**config.mk**
```make
export PLATFORM = sky130hd
export DESIGN_NAME = writeback_arbiter
export DESIGN_NICKNAME = d
export VERILOG_FILES = /design/src/rtl/wb_pkg.sv /design/src/rtl/wb_load_fifo.sv /design/src/rtl/writeback_arbiter.sv
export SDC_FILE = /design/constraint.sdc
export NUM_CORES = 1
export LEC_CHECK = 0
export ABC_AREA = 1
export BUFFER_PORTS_ARGS = -buffer_cell sky130_fd_sc_hd__buf_2
export CORE_MARGIN = 3
export CORE_UTILIZATION = 50
export DETAILED_ROUTE_END_ITERATION = 10
export GPL_TIMING_DRIVEN = 1
export PLACE_DENSITY_LB_ADDON = 0.08
export RECOVER_POWER = 50
export SYNTH_ARGS = -nofsm -noshare
export SYNTH_HDL_FRONTEND = slang
export SYNTH_HIERARCHICAL = 1
export SYNTH_SLANG_ARGS = --single-unit
```
**constraint.sdc**
```tcl
create_clock -name clk -period 6.9 [get_ports clk]
set_clock_uncertainty 0.1 [all_clocks]
set_input_delay 1.035 -clock clk [delete_from_list [all_inputs] [get_ports clk]]
set_output_delay 1.035 -clock clk [all_outputs]
set_load 0.03 [all_outputs]
```
**src/rtl/wb_pkg.sv**
```systemverilog
// Shared types and constants for the writeback arbiter and its load FIFO.
// Optional load extension is enabled by defining WB_LOAD_EXT_EN.
package wb_pkg;

    localparam int XLEN       = 32;
    localparam int REG_ADDR_W = 5;

    localparam logic [2:0] F3_LB  = 3'b000;
    localparam logic [2:0] F3_LH  = 3'b001;
    localparam logic [2:0] F3_LW  = 3'b010;
    localparam logic [2:0] F3_LBU = 3'b100;
    localparam logic [2:0] F3_LHU = 3'b101;

    typedef struct packed {
        logic [REG_ADDR_W-1:0] rd;
        logic [XLEN-1:0]       data;
        logic [2:0]            funct3;
        logic [1:0]            byteOff;
    } ld_entry_t;

endpackage

```
**src/rtl/wb_load_fifo.sv**
```systemverilog
// Circular buffer holding pending load results; head is read combinationally
// so a pop can register the result in the same cycle.
module wb_load_fifo
    import wb_pkg::*;
#(
    parameter int DEPTH = 4
) (
    input  logic      clk,
    input  logic      rst,
    input  logic      push,
    input  logic      pop,
    input  ld_entry_t wr_entry,
    output ld_entry_t head,
    output logic      full,
    output logic      empty
);

    localparam int AW = $clog2(DEPTH);

    ld_entry_t          mem [DEPTH];
    logic [AW-1:0]      wr_ptr_reg;
    logic [AW-1:0]      rd_ptr_reg;
    logic [AW:0]        count_reg;
    logic               do_push;
    logic               do_pop;

    assign full    = (count_reg == (AW+1)'(DEPTH));
    assign empty   = (count_reg == '0);
    assign do_push = push && !full;
    assign do_pop  = pop && !empty;
    assign head    = mem[rd_ptr_reg];

    // Storage carries no reset: stale entries are never visible past the pointers.
    always_ff @(posedge clk) begin
        if (do_push) begin
            mem[wr_ptr_reg] <= wr_entry;
        end
    end

    always_ff @(posedge clk or posedge rst) begin
        if (rst) begin
            wr_ptr_reg <= '0;
            rd_ptr_reg <= '0;
            count_reg  <= '0;
        end else begin
            if (do_push) begin
                wr_ptr_reg <= wr_ptr_reg + AW'(1);
            end
            if (do_pop) begin
                rd_ptr_reg <= rd_ptr_reg + AW'(1);
            end
            case ({do_push, do_pop})
                2'b10:   count_reg <= count_reg + (AW+1)'(1);
                2'b01:   count_reg <= count_reg - (AW+1)'(1);
                default: count_reg <= count_reg;
            endcase
        end
    end

endmodule

```
**src/rtl/writeback_arbiter.sv**
```systemverilog
// Merges ALU and buffered load results onto the register file write port.
// Define WB_LOAD_EXT_EN to extract/extend sub-word loads at pop time.
module writeback_arbiter
    import wb_pkg::*;
#(
    parameter int DEPTH        = 4,
    parameter int STARVE_LIMIT = 4
) (
    input  logic                  clk,
    input  logic                  rst,
    input  logic                  aluValid,
    output logic                  aluReady,
    input  logic [REG_ADDR_W-1:0] aluRd,
    input  logic [XLEN-1:0]       aluData,
    input  logic                  ldValid,
    output logic                  ldReady,
    input  logic [REG_ADDR_W-1:0] ldRd,
    input  logic [XLEN-1:0]       ldData,
    input  logic [2:0]            ldFunct3,
    input  logic [1:0]            ldByteOff,
    output logic                  we,
    output logic [REG_ADDR_W-1:0] wrAddr,
    output logic [XLEN-1:0]       wrData,
    output logic                  ldPending
);

    localparam int CW = $clog2(STARVE_LIMIT + 1);

    ld_entry_t         push_entry;
    ld_entry_t         head;
    logic              fifo_full;
    logic              fifo_empty;
    logic              push;
    logic              pop;
    logic              alu_write;
    logic              force_pop;
    logic [CW-1:0]     starve_reg;
    logic [CW-1:0]     starve_next;
    logic [XLEN-1:0]   load_result;

    wb_load_fifo #(
        .DEPTH(DEPTH)
    ) u_fifo (
        .clk      (clk),
        .rst      (rst),
        .push     (push),
        .pop      (pop),
        .wr_entry (push_entry),
        .head     (head),
        .full     (fifo_full),
        .empty    (fifo_empty)
    );

    // Readies come only from registered state so upstream sees no comb loop.
    assign force_pop = !fifo_empty && (starve_reg == CW'(STARVE_LIMIT));
    assign aluReady  = !force_pop;
    assign ldReady   = !rst && !fifo_full;
    assign ldPending = !fifo_empty;

    assign alu_write = aluValid && aluReady && (aluRd != '0);
    assign pop       = !fifo_empty && !alu_write;
    assign push      = ldValid && ldReady && (ldRd != '0);

    always_comb begin
        starve_next = starve_reg;
        if (fifo_empty || pop) begin
            starve_next = '0;
        end else if (alu_write) begin
            starve_next = starve_reg + CW'(1);
        end
    end

`ifdef WB_LOAD_EXT_EN
    function automatic logic [XLEN-1:0] extend_load(input ld_entry_t e);
        logic [7:0]  b;
        logic [15:0] h;
        b = e.data[{e.byteOff, 3'b000} +: 8];
        h = e.byteOff[1] ? e.data[31:16] : e.data[15:0];
        case (e.funct3)
            F3_LB:   extend_load = {{24{b[7]}}, b};
            F3_LBU:  extend_load = {24'h0, b};
            F3_LH:   extend_load = {{16{h[15]}}, h};
            F3_LHU:  extend_load = {16'h0, h};
            default: extend_load = e.data;
        endcase
    endfunction

    assign push_entry  = '{rd: ldRd, data: ldData, funct3: ldFunct3, byteOff: ldByteOff};
    assign load_result = extend_load(head);
`else
    logic unused_ld_meta;

    assign push_entry     = '{rd: ldRd, data: ldData, funct3: 3'b000, byteOff: 2'b00};
    assign load_result    = head.data;
    assign unused_ld_meta = ^{ldFunct3, ldByteOff, head.funct3, head.byteOff};
`endif

    always_ff @(posedge clk or posedge rst) begin
        if (rst) begin
            we         <= 1'b0;
            wrAddr     <= '0;
            wrData     <= '0;
            starve_reg <= '0;
        end else begin
            starve_reg <= starve_next;
            if (alu_write) begin
                we     <= 1'b1;
                wrAddr <= aluRd;
                wrData <= aluData;
            end else if (pop) begin
                we     <= 1'b1;
                wrAddr <= head.rd;
                wrData <= load_result;
            end else begin
                we <= 1'b0;
            end
        end
    end

endmodule

```
==> flow_summary.ini, run 1 <==
[logic_synthesis]
netlist_area_um2 = 9080
synth.net_count = 837
yosys_warnings = 6
synth_area_per_cell_um2 = 12.17
synthCells = 746

[hold_path]
worstHoldPathType = reg -> reg
holdPathStages = 1

[floorplanning]
num_io_pins = 124
die-height_um = 140.8
die_area_um2 = 19810
core_area_um2 = 17540
initial_core_util_pct = 51.78
fp-row-count = 48
die_x_um = 140.8

[clock_network]
clock_latency_ns = 0.42
numCtsBuffers = 17
clock_path_buffers = 2
cts_htree_levels = 4
cts.sinks = 196
tritoncts = done
hold_buffers = 0
cts_root_buf = clkbuf_16
post_cts_buffers = 0
clkTransAtPathRegs_ns = 0.06
ctsResizeCount = 0

[detailed_routing]
drt_iter0_markers = 335
viasPerCell = 5.259
vias = 5675
firstDrtPassIters = 4
ant_nets = 0
drc = 0
drt_wl_total_mm = 19.44
wire_per_inst_um = 18.02

[place]
portBuffers = 118
gp_congestion = 0.7773
dp.cells = 1047
dp_hpwl_mm = 11.91
pre_cts_ws_ns = 3.053
placed_area_um2 = 9628

[sta]
tightest_slew_ns = 1.782
fin_crit_ns = 4.133
relSlewSlack_pct = -18.92
fin_crit_sh_pct = 59.89
fmax_mhz = 242.0
rsz0062_at_grt = false
finalHoldViolCount = 0
setup_slack_ns = 2.767
setup_viol = 0
finalSetupTns_ns = 0
drv_slew = 42

[critical_path]
crit_required_ns = 5.76
r2r_cells = 14
arrival_ns = 3.00
end_kind = output pin
crit_type = reg -> out
critPathLaunchType = flop
cp_max_fo = 45

[final_layout]
diodes = 0
regMostFlops = u_fifo/mem
area_delta_synth_final_pct = 11.23
final_util_pct = 57.59
final_area_um2 = 10100
fillers = 1498
largest_reg_flops = 148
fin_nets = 932
drive_gt1_share_pct = 26.35
reg.largest.list = u_fifo/mem: 148 flops, wrData: 32 flops, wrAddr: 5 flops
fin_cells = 1079
layout_commonest_cell = edfxtp_1
most-common-layout-cells = 148 x edfxtp_1, 138 x nand2_1, 97 x inv_1

[global_routing]
grt.total_usage_pct = 20.01
grt_max_degree = 86
grt_pass1_vias = 5618
antenna_found_initial = 0
grt_pass1_wl_mm = 30.56
gr-total-overflow = 0

[job]
maxCapViolations = 1

[power]
powerDensity_nw_per_um2 = 404.1
vdd_drop_max_mv = 0.2894
power.leakage_nw = 4.260

[status]
violations = max-capacitance violations, max-slew violations
status = finished, violations left
==> worst paths after layout <==
check	startpoint	to	slack, ns
setup / recovery	u_fifo/count_reg[0]	ldPending	2.77
hold / removal	starve_reg[0]	starve_reg[0]	0.36
setup reg to reg	u_fifo/count_reg[0]	u_fifo/count_reg[1]	3.24
hold reg to reg	starve_reg[0]	starve_reg[0]	0.36
max in group asynchronous	rst	wrAddr[2]	4.55
min in group asynchronous	rst	u_fifo/wr_ptr_reg[0]	0.48
==> critical path, stage by stage, from the launching register on <==
cell	delay [ns]
dfrtp_1	0.41
inv_2	0.09
nand3_1	0.16
inv_2	0.81
inv_2	0.71
buf_2	0.38
==> report_power, final <==
group | internal [W] | switching (W)
Combinational | 0.000439 | 0.00112
Sequential | 0.00150 | 0.000108
Clock | 0.000497 | 0.000418
Total | 0.00243 | 0.00165
==> cell type report <==
class	count	area [µm²]	area share (%)
sequential	196	5647	55.91
inverter	106	402.9	3.989
multi-input combinational	395	2654	26.28
clock inverter	12	105.1	1.041
clock buffer	20	436.7	4.324
tap	225	281.5	2.787
timing repair buffer	125	573.1	5.674
==> metal layers <==
metal	track usage (%)	vias to the layer above	routed length [µm]	share of wire [%]
met3	3.969	12	1135	5.8
met4	4.946	0	159	0.82
met5	0	-	0	0
met1	27.97	2771	8839	45
li1	-	2755	-	-
met2	32.54	137	9307	48
==> metrics by stage <==
step / power [W] / hold WS [ns]
2_1_floorplan: 0.002891 / 0.3283
3_3_place_gp: 0.003177 / 0.3378
3_5_place_dp: 0.003219 / 0.3488
4_1_cts: 0.004136 / 0.3576
5_1_grt: 0.004332 / 0.3833
6_report: 0.004081 / 0.3550
Note: power is estimated with default switching activity, not from simulation.
==> run 2: changes to the inputs <==
Clock period 6.9 ns to 3.6 ns, I/O delays scaled along.
==> flow_summary.ini, run 2 (synthesis gave the netlist of run 1 again) <==
[sta]
finalHoldViolCount = 0
fin_crit_ns = 2.768
rsz0062_at_grt = false
whs_ns = 0.2445
setup_viol = 0
relSlewSlack_pct = -20.64
setup_slack_ns = 0.8319
fmax_mhz = 361.3
fin_crit_sh_pct = 76.89
finalSetupTns_ns = 0
tightest_slew_ns = 1.808
drv_slew = 42

[detailed_routing]
drt_iter0_markers = 340
ant_nets = 0
drc = 0
firstDrtPassIters = 5
viasPerCell = 5.293
wire_per_inst_um = 18.39
vias = 5748
drt_wl_total_mm = 19.98

[clock_network]
cts_root_buf = clkbuf_16
clkTransAtPathRegs_ns = 0.07
ctsResizeCount = 0
clock_latency_ns = 0.42
numCtsBuffers = 17
post_cts_buffers = 0
cts_htree_levels = 4
tritoncts = done
cts.sinks = 196
clock_path_buffers = 2

[critical_path]
cp_max_fo = 43
critical_path.max_stage_delay_ns = 0.52
crit_required_ns = 2.96
arrival_ns = 2.13
end_kind = output pin
critPathLaunchType = flop
worstPathCellList = inv_1 > nand3_1 > inv_2 > buf_4 > inv_2 > buf_2
cp_common_cell = inv_2
worst-r2r-setup-slack_ns = 0.99
crit_type = reg -> out
slowest_stage = buf_4

[final_layout]
area_delta_synth_final_pct = 13.68
reg.largest.list = u_fifo/mem: 148 flops, wrData: 32 flops, wrAddr: 5 flops
drive_gt1_share_pct = 24.62
diodes = 0
fillers = 1477
layout_commonest_cell = edfxtp_1
final_area_um2 = 10320
largest_reg_flops = 148
register_area_um2 = 5647
multi_input_area_um2 = 2654
final_util_pct = 58.86
regMostFlops = u_fifo/mem
fin_nets = 939
most-common-layout-cells = 148 x edfxtp_1, 138 x nand2_1, 97 x inv_1

[place]
pre_cts_ws_ns = 0.8810
portBuffers = 118
gp_congestion = 0.8330
placed_area_um2 = 9723
dp_hpwl_mm = 12.39

[floorplanning]
fp-row-count = 48
die_x_um = 140.8
num_io_pins = 124
die-height_um = 140.8
die_area_um2 = 19810
core_area_um2 = 17540
initial_core_util_pct = 51.78

[global_routing]
grt_pass1_vias = 5817
antenna_found_initial = 1
grt_max_degree = 83
gr-total-overflow = 0
grt.total_usage_pct = 20.75
grt_pass1_wl_mm = 31.56

[status]
violations = max-capacitance violations, max-slew violations
status = finished, violations left

[job]
maxCapViolations = 1

[power]
power.leakage_nw = 4.315
vdd_drop_max_mv = 0.4827
powerDensity_nw_per_um2 = 801.4

[hold_path]
worstHoldPathType = in -> reg
run 2: metal layers:
| metal | vias up | track usage, % | part of all wire, % | wire length (µm) |
|---|---|---|---|---|
| met5 | - | 0 | 0.065 | 13 |
| met4 | 2 | 4.233 | 0.76 | 151 |
| met3 | 16 | 4.647 | 5.6 | 1125 |
| met2 | 155 | 34.40 | 48 | 9673 |
| met1 | 2803 | 28.48 | 45 | 9011 |
| li1 | 2772 | - | - | - |
run 2: metrics by stage:
| stage | total power [W] | instances |
|---|---|---|
| 4_1_cts | 0.008418 | 1086 |
| 3_5_place_dp | 0.006231 | 1053 |
| 2_1_floorplan | 0.005542 | 746 |
| 6_report | 0.008272 | 1086 |
| 3_3_place_gp | 0.006140 | 1053 |
| 5_1_grt | 0.008791 | 1086 |
run 2: worst max-delay path: cells and delay by family (launching register included):
family                 cells  cell delay, ns
buffers and inverters      5            1.09
flip-flops                 1            0.40
AND/OR/NAND/NOR            1            0.20
run 2: worst paths after layout:
path,depth (start not counted),endpoint,start
max,6,ldPending,u_fifo/count_reg[2]
min,3,wrData[21],aluData[21]
max reg2reg,17,u_fifo/count_reg[2],u_fifo/count_reg[2]
min reg2reg,1,starve_reg[0],starve_reg[0]
max in group asynchronous,3,wrAddr[3],rst
min in group asynchronous,3,u_fifo/rd_ptr_reg[0],rst
run 2: layout make-up:
cell class	count	share of cell area, %
flip-flops and latches	196	54.70
multi-input cells	395	25.71
repair buffers	132	6.327
clock buffers	18	4.158
inverters	106	3.903
well taps	225	2.727
clock inverters	14	2.473
run 2: what timing repair did:
item,4_1_cts,5_1_grt
hold endpoints to repair,7,0
hold buffers,1,0
endpoints found under the setup margin,0,0
run 2: power by group:
group / total [W] / switching (W) / leakage [nW] / internal (W)
combinational: 0.00302 / 0.00217 / 2.07 / 0.000852
sequential: 0.00308 / 0.000210 / 1.92 / 0.00287
clock: 0.00217 / 0.000796 / 0.326 / 0.00137
==> run 3: changes to the inputs <==
Clock period 3.6 ns to 2.7 ns, I/O delays scaled along.
==> flow_summary.ini, run 3 (synthesis gave the netlist of run 1 again) <==
[status]
status = finished, violations left
violations = max-capacitance violations, max-slew violations

[sta]
finalHoldViolCount = 0
drv_slew = 42
setup_viol = 0
fin_crit_ns = 2.513
setup_slack_ns = 0.1866
finalSetupTns_ns = 0
relSlewSlack_pct = -13.60
fin_crit_sh_pct = 93.09
rsz0062_at_grt = false
fmax_mhz = 397.9
tightest_slew_ns = 1.702
whs_ns = 0.1028

[global_routing]
antenna_found_initial = 1
gr-total-overflow = 0
grt_pass1_vias = 5683
grt_pass1_wl_mm = 30.82
grt.total_usage_pct = 20.16
grt_max_degree = 76

[critical_path]
slowest_stage = dfrtp_1
crit_buf_inv = 4
cp.depth = 17
crit_family = simple AND/OR/NAND/NOR gates
critical_path.max_stage_delay_ns = 0.40
end_kind = flop
worstPathCellList = inv_1 > ha_1 > nand2_2 > nor2_8 > nor2_8 > nand2_4 > inv_4 > nor2_1 > nand2_1 > inv_1 > ha_1 > inv_1 > fa_1 > nand2_1 > nand3_1 > nand2_1 > nand2_1
crit_type = reg -> reg
cp_common_cell = nand2_1
r2r_cells = 17
cp_max_fo = 6
arrival_ns = 2.73
critPathLaunchType = flop
crit_required_ns = 2.92

[place]
placed_area_um2 = 9776
pre_cts_ws_ns = 0.1410
portBuffers = 118
dp_hpwl_mm = 12.66
gp_congestion = 0.7743

[detailed_routing]
drt_iter0_markers = 333
drt_wl_total_mm = 19.55
wire_per_inst_um = 17.89
vias = 5796
drc = 0
firstDrtPassIters = 5
viasPerCell = 5.303
ant_nets = 0

[final_layout]
diodes = 0
area_delta_synth_final_pct = 13.04
final_area_um2 = 10260
fin_nets = 946
layout_commonest_cell = edfxtp_1
most-common-layout-cells = 148 x edfxtp_1, 138 x nand2_1, 97 x inv_1
regMostFlops = u_fifo/mem
largest_reg_flops = 148
drive_gt1_share_pct = 25.69
reg.largest.list = u_fifo/mem: 148 flops, wrData: 32 flops, wrAddr: 5 flops

[clock_network]
clock_path_buffers = 2
clkTransAtPathRegs_ns = 0.07
clock_latency_ns = 0.43
cts_htree_levels = 4
numCtsBuffers = 17
tritoncts = done
cts.sinks = 196
cts_root_buf = clkbuf_16

[floorplanning]
die_area_um2 = 19810
fp-row-count = 48
die-height_um = 140.8
die_x_um = 140.8
initial_core_util_pct = 51.78
num_io_pins = 124
core_area_um2 = 17540

[hold_path]
holdPathStages = 3
worstHoldPathType = in -> reg

[power]
powerDensity_nw_per_um2 = 1034
power.leakage_nw = 4.300
vdd_drop_max_mv = 0.7275

[job]
maxCapViolations = 1
[run 3: cell types whose count changed in the layout (fill, tap and decap cells not counted), moves of 2 or more]
cell / previous run / this run
clkinv_4: 0 / 3
inv_8: 0 / 3
bufinv_16: 7 / 0
clkinv_1: 2 / 0
buf_4: 9 / 16
inv_6: 2 / 5
[run 3: layout make-up]
cell class | instances | area [µm²]
Fill cell | 1460 | 7273
Sequential cell | 196 | 5647
Multi-Input combinational cell | 395 | 2659
Timing Repair Buffer | 139 | 705.7
Clock buffer | 17 | 425.4
Inverter | 106 | 402.9
Tap cell | 225 | 281.5
Clock inverter | 15 | 142.6
[run 3: power breakdown]
| group | internal (W) | switching, W |
|---|---|---|
| Combinational | 0.00119 | 0.00291 |
| Sequential | 0.00383 | 0.000275 |
| Clock | 0.00122 | 0.00119 |
| Total | 0.00624 | 0.00437 |
[run 3: worst paths after layout]
path                                    start                   end  slack (ns)
max in group asynchronous                 rst            wrData[29]        0.50
worst min register to register  starve_reg[0]         starve_reg[0]        0.35
min in group asynchronous                 rst  u_fifo/wr_ptr_reg[0]        0.41
worst min-delay path              aluData[21]            wrData[21]        0.10
worst max-delay path            starve_reg[0]   u_fifo/count_reg[2]        0.19
worst max register to register  starve_reg[0]   u_fifo/count_reg[2]        0.19
[run 3: metrics by stage]
stage	std cells	power (W)	utilization, %
after global placement	1060	0.008253	55.74
after global routing	1093	0.01128	58.53
after CTS	1093	0.01079	59.04
final	1093	0.01061	58.53
after detailed placement	1060	0.008371	55.74
after floorplan	746	0.007391	-
[run 3: worst min-delay path, stage by stage]
cell and delay [ns]:
buf_2 0.08, nand2_1 0.05, nand3_2 0.06
[run 3: what timing repair did]
item	4_1_cts	5_1_grt
setup endpoints to repair	0	2
setup buffers	0	0
hold buffers	1	0
hold endpoints to repair	7	0
resized for setup	0	1
[run 3: metal layers]
metal	GRT usage [%]	wire, µm
met5	0	11
met4	4.691	195
met3	4.579	1074
met2	32.84	9446
met1	27.92	8825
